<file path="src/rtl/sisc_ctrl_pkg.sv">
// Shared types and constants for the SISC multicycle controller.
// Holds the state encoding, the opcode map, the alu_op codes and the branch-condition rule.
package sisc_ctrl_pkg;

    typedef enum logic [2:0] {
        S_START     = 3'd0,
        S_FETCH     = 3'd1,
        S_DECODE    = 3'd2,
        S_EXECUTE   = 3'd3,
        S_MEM       = 3'd4,
        S_WRITEBACK = 3'd5,
        S_HALT      = 3'd6,
        S_FAULT     = 3'd7
    } state_t;

    localparam logic [3:0] OP_NOP   = 4'h0;
    localparam logic [3:0] OP_RTYPE = 4'h1;
    localparam logic [3:0] OP_ITYPE = 4'h2;
    localparam logic [3:0] OP_LOD   = 4'h3;
    localparam logic [3:0] OP_STR   = 4'h4;
    localparam logic [3:0] OP_BRA   = 4'h5;
    localparam logic [3:0] OP_BRR   = 4'h6;
    localparam logic [3:0] OP_BNE   = 4'h7;
    localparam logic [3:0] OP_HLT   = 4'hF;

    localparam logic [1:0] ALU_RR   = 2'b00;
    localparam logic [1:0] ALU_RI   = 2'b01;
    localparam logic [1:0] ALU_ADDR = 2'b10;

    // condHit is |(stat & mm); BNE branches on the complement of that test.
    function automatic logic branch_taken(input logic [3:0] op, input logic condHit);
        case (op)
            OP_BRA, OP_BRR: return condHit;
            OP_BNE:         return !condHit;
            default:        return 1'b0;
        endcase
    endfunction

    function automatic logic is_legal(input logic [3:0] op);
        return (op <= OP_BNE) || (op == OP_HLT);
    endfunction

endpackage

</file>
<file path="src/rtl/sisc_wait_timer.sv">
// Counts consecutive MEM cycles without an acknowledge.
// o_expired flags the cycle whose increment would reach LIMIT.
module sisc_wait_timer #(
    parameter int LIMIT = 15
) (
    input  logic i_clk,
    input  logic i_rst_f,
    input  logic i_clear,
    input  logic i_enable,
    output logic o_expired
);

    localparam int CW = $clog2(LIMIT + 1);

    logic [CW-1:0] r_count;

    always_ff @(posedge i_clk or negedge i_rst_f) begin
        if (!i_rst_f) begin
            r_count <= '0;
        end else if (i_clear) begin
            r_count <= '0;
        end else if (i_enable) begin
            r_count <= r_count + 1'b1;
        end
    end

    assign o_expired = i_enable && (r_count == CW'(LIMIT - 1));

endmodule

</file>
<file path="src/rtl/sisc_ctrl_mc.sv">
// Multicycle SISC control unit: Moore FSM sequencing fetch/decode/execute/mem/writeback
// with a req/ack data-memory handshake, bounded wait with sticky fault, and halt.
module sisc_ctrl_mc
    import sisc_ctrl_pkg::*;
#(
    parameter int OPW         = 4,
    parameter int MMW         = 4,
    parameter int STW         = 4,
    parameter int AOPW        = 2,
    parameter int MEM_TIMEOUT = 15
) (
    input  logic            i_clk,
    input  logic            i_rst_f,
    input  logic [OPW-1:0]  i_opcode,
    input  logic [MMW-1:0]  i_mm,
    input  logic [STW-1:0]  i_stat,
    input  logic            i_dm_ack,
    output logic            o_rf_we,
    output logic [AOPW-1:0] o_alu_op,
    output logic            o_wb_sel,
    output logic            o_br_sel,
    output logic            o_pc_sel,
    output logic            o_pc_write,
    output logic            o_pc_rst,
    output logic            o_ir_load,
    output logic            o_rb_sel,
    output logic            o_mm_sel,
    output logic            o_dm_req,
    output logic            o_dm_we,
    output logic            o_halted,
    output logic            o_fault,
    output logic            o_illegal
);

    state_t     r_state;
    state_t     w_nextState;
    logic [3:0] w_op;
    logic       w_condHit;
    logic       w_isMem;
    logic       w_memWait;
    logic       w_expired;

    assign w_op      = 4'(i_opcode);
    assign w_condHit = |(i_stat & i_mm);
    assign w_isMem   = (w_op == OP_LOD) || (w_op == OP_STR);
    assign w_memWait = (r_state == S_MEM) && !i_dm_ack;

    sisc_wait_timer #(
        .LIMIT(MEM_TIMEOUT)
    ) u_timer (
        .i_clk    (i_clk),
        .i_rst_f  (i_rst_f),
        .i_clear  (!w_memWait),
        .i_enable (w_memWait),
        .o_expired(w_expired)
    );

    always_ff @(posedge i_clk or negedge i_rst_f) begin
        if (!i_rst_f) begin
            r_state <= S_START;
        end else begin
            r_state <= w_nextState;
        end
    end

    always_comb begin
        w_nextState = r_state;
        case (r_state)
            S_START:     w_nextState = S_FETCH;
            S_FETCH:     w_nextState = S_DECODE;
            S_DECODE: begin
                case (w_op)
                    OP_RTYPE, OP_ITYPE, OP_LOD, OP_STR: w_nextState = S_EXECUTE;
                    OP_HLT:                             w_nextState = S_HALT;
                    default:                            w_nextState = S_FETCH;
                endcase
            end
            S_EXECUTE:   w_nextState = w_isMem ? S_MEM : S_WRITEBACK;
            // An ack in the final permitted cycle still completes the transfer.
            S_MEM: begin
                if (i_dm_ack) begin
                    w_nextState = (w_op == OP_STR) ? S_FETCH : S_WRITEBACK;
                end else if (w_expired) begin
                    w_nextState = S_FAULT;
                end
            end
            S_WRITEBACK: w_nextState = S_FETCH;
            S_HALT:      w_nextState = S_HALT;
            S_FAULT:     w_nextState = S_FAULT;
            default:     w_nextState = S_START;
        endcase
    end

    always_comb begin
        o_rf_we    = 1'b0;
        o_alu_op   = AOPW'(ALU_RR);
        o_wb_sel   = 1'b0;
        o_br_sel   = 1'b0;
        o_pc_sel   = 1'b0;
        o_pc_write = 1'b0;
        o_pc_rst   = 1'b0;
        o_ir_load  = 1'b0;
        o_rb_sel   = 1'b0;
        o_mm_sel   = 1'b0;
        o_dm_req   = 1'b0;
        o_dm_we    = 1'b0;
        o_halted   = 1'b0;
        o_fault    = 1'b0;
        o_illegal  = 1'b0;
        case (r_state)
            S_START: o_pc_rst = 1'b1;
            S_FETCH: begin
                o_ir_load  = 1'b1;
                o_pc_write = 1'b1;
            end
            S_DECODE: begin
                o_illegal = !is_legal(w_op);
                if (branch_taken(w_op, w_condHit)) begin
                    o_pc_write = 1'b1;
                    o_pc_sel   = 1'b1;
                    o_br_sel   = (w_op != OP_BRA);
                end
            end
            S_EXECUTE: begin
                if (w_op == OP_ITYPE) begin
                    o_alu_op = AOPW'(ALU_RI);
                end else if (w_isMem) begin
                    o_alu_op = AOPW'(ALU_ADDR);
                end
                o_rb_sel = (w_op == OP_STR);
            end
            S_MEM: begin
                o_dm_req = 1'b1;
                o_dm_we  = (w_op == OP_STR);
                o_rb_sel = (w_op == OP_STR);
                o_mm_sel = (i_mm == '0);
            end
            // Loads keep the MEM-phase address select through writeback.
            S_WRITEBACK: begin
                o_rf_we  = 1'b1;
                o_wb_sel = (w_op == OP_LOD);
                o_mm_sel = (w_op == OP_LOD) && (i_mm == '0);
            end
            S_HALT:  o_halted = 1'b1;
            S_FAULT: o_fault  = 1'b1;
            default: o_pc_rst = 1'b1;
        endcase
    end

endmodule
</file>
<file path="config.mk">
export PLATFORM = sky130hd
export DESIGN_NAME = sisc_ctrl_mc
export DESIGN_NICKNAME = d
export VERILOG_FILES = /design/src/rtl/sisc_ctrl_pkg.sv /design/src/rtl/sisc_wait_timer.sv /design/src/rtl/sisc_ctrl_mc.sv
export SDC_FILE = /design/constraint.sdc
export NUM_CORES = 1
export LEC_CHECK = 0
export ABC_AREA = 1
export CAP_MARGIN = 10
export CORE_MARGIN = 5
export CORE_UTILIZATION = 35
export DETAILED_ROUTE_END_ITERATION = 10
export GPL_ROUTABILITY_DRIVEN = 0
export PLACE_DENSITY = 0.75
export SYNTH_ARGS = -nofsm -noshare
export SYNTH_HDL_FRONTEND = slang
export SYNTH_SLANG_ARGS = --single-unit
</file>
<file path="constraint.sdc">
create_clock -name i_clk -period 1.1 [get_ports i_clk]
set_input_delay 0.22 -clock i_clk [delete_from_list [all_inputs] [get_ports i_clk]]
set_output_delay 0.22 -clock i_clk [all_outputs]
set_load 0.05 [all_outputs]
</file>
==> qor.csv, run 1 <==
metric,value,unit
Area after DPL,1420,um2
# hold bufs at CTS,0,
"flops & latches, synth",7,
status,aborted with a tool error,
Syn Area/Cell,6.32,um2
IO Pins,31,
I/O Buffers,30,
Num CTS Buffers,3,
hpwl dp,2010,um
Tool Error,[ERROR DPL-0033] detailed placement checks failed during check placement.,
Cells after Synth,96,
Starting Density,35.9,%
last stage reached,4_1_cts,
Clock Tree Buf Depth,2,
Row Count,15,
Synth Warn #,0,
H-tree depth,1,
"Seq/Total Area, Yosys",28.9,%
postcts setup bufs,10,
Post-Syn Area,607,um2
die width,51.6,um
Clock Tree Root,clkbuf_4,
Post-Syn Nets,113,
Die Span Y,51.6,um
TritonCTS Sinks,7,
Yosys cell types,23,
post-cts resize count,68,
==> Yosys cell counts <==
cell | number | area share [%]
nand2_1 | 22 | 14
nor2_1 | 22 | 14
inv_1 | 9 | 5.6
dfrtp_1 | 7 | 29
nand3_1 | 7 | 5.8
nand2_2 | 5 | 5.2
inv_2 | 4 | 2.5
a21oi_1 | 2 | 1.6
ha_1 | 2 | 4.1
nor2_2 | 2 | 2.1
nor4_1 | 2 | 2.1
a21oi_2 | 1 | 1.4
and3_1 | 1 | 1.0
clkinv_1 | 1 | 0.62
nand3_2 | 1 | 1.6
nand4_1 | 1 | 1.0
nor2_4 | 1 | 1.9
nor3_2 | 1 | 1.6
o21a_1 | 1 | 1.2
o21ai_0 | 1 | 0.82
o21ai_1 | 1 | 0.82
xnor2_1 | 1 | 1.4
xor2_1 | 1 | 1.4
==> cell families after synthesis <==
kind of cell | count (synthesis) | share of synthesized area [%]
simple gates | 65 | 49.5
compound gates | 6 | 5.98
flops | 7 | 28.9
xor+xnor | 2 | 2.89
buf+inv | 14 | 8.66
fa+ha+maj | 2 | 4.12
==> stage by stage <==
stage	setup WS [ns]	setup TNS, ns	instances	hold WS [ns]	utilization, %
3_5_place_dp	-0.802	-9.59	171	0.498	84.3
3_3_place_gp	-0.703	-8.38	171	0.486	84.3
2_1_floorplan	-0.531	-4.34	96	-0.0756	-
==> inputs of run 2 (changes only) <==
--- a/config.mk
+++ b/config.mk
@@ -7,11 +7,11 @@
 export LEC_CHECK = 0
 export ABC_AREA = 1
 export CAP_MARGIN = 10
-export CORE_MARGIN = 5
-export CORE_UTILIZATION = 35
+export CORE_AREA = 5 5 66 68
 export DETAILED_ROUTE_END_ITERATION = 10
+export DIE_AREA = 0 0 71 73
 export GPL_ROUTABILITY_DRIVEN = 0
-export PLACE_DENSITY = 0.75
+export PLACE_DENSITY_LB_ADDON = 0.15
 export SYNTH_ARGS = -nofsm -noshare
 export SYNTH_HDL_FRONTEND = slang
 export SYNTH_SLANG_ARGS = --single-unit
==> constraint.sdc (replaced) <==
create_clock -name i_clk -period 1.4 [get_ports i_clk]
set_input_delay 0.28 -clock i_clk [delete_from_list [all_inputs] [get_ports i_clk]]
set_output_delay 0.28 -clock i_clk [all_outputs]
set_load 0.05 [all_outputs]
==> run 2 against run 1 <==
The flow now finishes, with violations (negative setup slack). Synthesized cell count unchanged. Area after synthesis unchanged.
==> qor.csv, run 2 <==
metric,value,unit,change
Yosys cell types,23,,unchanged
critical path startpoint category,flip-flop,,
number of synthesized flops with an enable pin,0,,unchanged
RSZ-0062 raised after global routing,true,,
"Seq/Total Area, Yosys",28.9,%,unchanged
I/O Buffers,30,,unchanged
share of the synthesized area in the top cell type,28.9,%,unchanged
worst min path class,in -> async,,
"flops & latches, synth",7,,unchanged
Slew Limit Fails,0,,
"commonest cells after routing, fill and taps aside","buf_4, nand2_1, buf_12",,
status,"finished, violations left",,was aborted with a tool error
Clock Tree Root,clkbuf_8,,was clkbuf_4
Rel. slew slack,78.9,%,
largest net degree at the start of global routing,8,,
die width,71,um,was 51.6 um
Post-Syn Nets,113,,unchanged
largest registers,"u_timer.r_count x4, r_state x3",,
Worst EP arrival,1.34,ns,
Detailed Routing Iterations Pass 1,2,,
Clock Tree Buf Depth,2,,unchanged
FF-to-FF path depth,9,,
Final setup viols,16,,
cell taking the most area after synthesis,dfrtp_1,,unchanged
initial antenna violation count,0,,
Post-Syn Area,607,um2,unchanged
Die Span Y,73,um,was 51.6 um
hpwl dp,1880,um,was 2010 um
# hold bufs at CTS,0,,unchanged
H-tree depth,1,,unchanged
Row Count,23,,was 15
Cells after Synth,96,,unchanged
Num CTS Buffers,3,,unchanged
Max Freq,616,MHz,
CTS tree,built,,
"Core Util, Final",42.6,%,
Pwr Total,0.607,mW,
n_diodes,0,,
PD cells,375,nW/um2,
via/cell ratio,3.97,,
via count,857,,
Reg-to-Reg End,r_state[0],,
TritonCTS Sinks,7,,unchanged
"top cells by count, synth","nand2_1, nor2_1, inv_1, dfrtp_1, nand3_1",,unchanged
DRT iter0 DRCs,22,,
vias in the first global route,914,,
required time worst endpoint,1.12,ns,
Tcrit/Tclk final,116,%,
Area after DPL,1460,um2,was 1420 um2
CP Capture Type,output pin,,
Synth Flop Type,dfrtp_1,,unchanged
Final WS setup,-0.224,ns,
peak supply drop,0.000346,V,
Setup Crit Path Kind,reg -> out,,
first-pass GRT wire length,3910,um,
Syn-to-layout area delta,167,%,
Placeable Area,3800,um2,
max reg flops,4,,
final-report hold violation count,0,,
Starting Density,16.0,%,was 35.9%
Max Cap Viol,0,,
failing checks,negative setup slack,,
wire per inst,10.3,um,
Worst R2R Start,r_state[0],,
"most common cell after layout, fill and taps aside",buf_4,,
ANT nets after route,0,,
Slew @ Worst Pin,0.316,ns,
DR DRC count,0,,
global route overflow,0,,
Worst Skew,0.00103,ns,
Final min period,1.62,ns,
ys async rst share,100,%,unchanged
DIE AREA,5180,um2,
IO Pins,31,,unchanged
Lkg Pwr,0.707,nW,
Clock Latency Late Sink,0.22,ns,
nets@finish,184,,
drt total wl,2230,um,
Synth Warn #,0,,unchanged
Worst-path clk slew,0.04,ns,
Reg with most FFs,u_timer.r_count,,
Finished Cell Area,1620,um2,
share of cells above drive strength 1,60.8,%,
Worst R2R Setup Slack,0.10,ns,
Syn Area/Cell,6.32,um2,unchanged
overall global routing resource usage,9.11,%,
ranking of synthesized cells by area,"dfrtp_1, nand2_1, nor2_1, nand3_1, inv_1",,unchanged
"Max FO, Critical Path",6,,
-- run 2: cell counts after synthesis --
Identical to the previous run, type by type.
-- run 2: layout make-up --
type / instances / area (um2)
inverter: 14 / 60.1
clock buffer: 4 / 45.0
fill: 391 / 2180
timing repair buffer: 66 / 742
sequential: 7 / 179
multi-input combinational: 75 / 529
tap: 50 / 62.6
-- run 2: what timing repair did --
item                                    CTS  global route
pin swaps                                12             3
endpoints found under the hold margin     0             0
cloned                                    0             0
buffers inserted                          8             1
endpoints found under the setup margin   19            17
gates resized for setup                  35             5
-- run 2: worst max path at each step --
| stage | from | end | slack, ns | depth (start not counted) |
|---|---|---|---|---|
| finish | r_state[1] | o_rb_sel | -0.22 | 6 |
| global route | r_state[1] | o_rb_sel | -0.28 | 6 |
| CTS | r_state[1] | o_rb_sel | -0.24 | 6 |
| detailed placement | i_opcode[3] | o_br_sel | -0.54 | 8 |
| global placement | i_opcode[0] | o_br_sel | -0.52 | 9 |
| floorplan | r_state[1] | o_mm_sel | -0.29 | 4 |
-- run 2: where the power goes --
group          internal [mW]  leakage [nW]  switching, mW
Clock                  0.196        0.0228         0.0818
Combinational         0.0669         0.603         0.0589
Sequential             0.203        0.0812              0
Total                  0.467         0.707          0.141
-- run 2: layer usage --
layer  vias up  GRT usage, %  routed length (um)
met5         -             0                   0
met4         0          4.18                  17
met3         2          1.79                 130
met2        21          16.5                1140
li1        443             -                   -
met1       391          10.3                 946
-- run 2: cells by family (layout without fill, tap and decap cells) --
kind of cell               Yosys count  count (layout)  share of synthesized area (%)
and+or+nand+nor                     65              65                           49.5
buffers and inverters               14              84                           8.66
DFF                                  7               7                           28.9
AOI/OAI and AO/OA                    6               6                           5.98
adders and majority gates            2               2                           4.12
xor gates and xnor gates             2               2                           2.89
-- run 2: critical path: stages, from the launching register on --
cell	delay [ns]
dfrtp_2	0.45
inv_2	0.08
nand2_4	0.07
nor2_4	0.12
inv_2	0.08
a21oi_4	0.16
buf_12	0.15
-- run 2: stage by stage --
step	TNS [ns]	worst slack, ns	instances	hold WS [ns]
3_3_place_gp	-5.33	-0.525	204	0.482
4_1_cts	-2.70	-0.240	215	0.321
6_report	-2.43	-0.224	216	0.315
3_5_place_dp	-5.55	-0.536	204	0.486
5_1_grt	-3.42	-0.284	216	0.348
2_1_floorplan	-1.14	-0.291	96	-0.0156
Power figures use the tool's default switching activity.
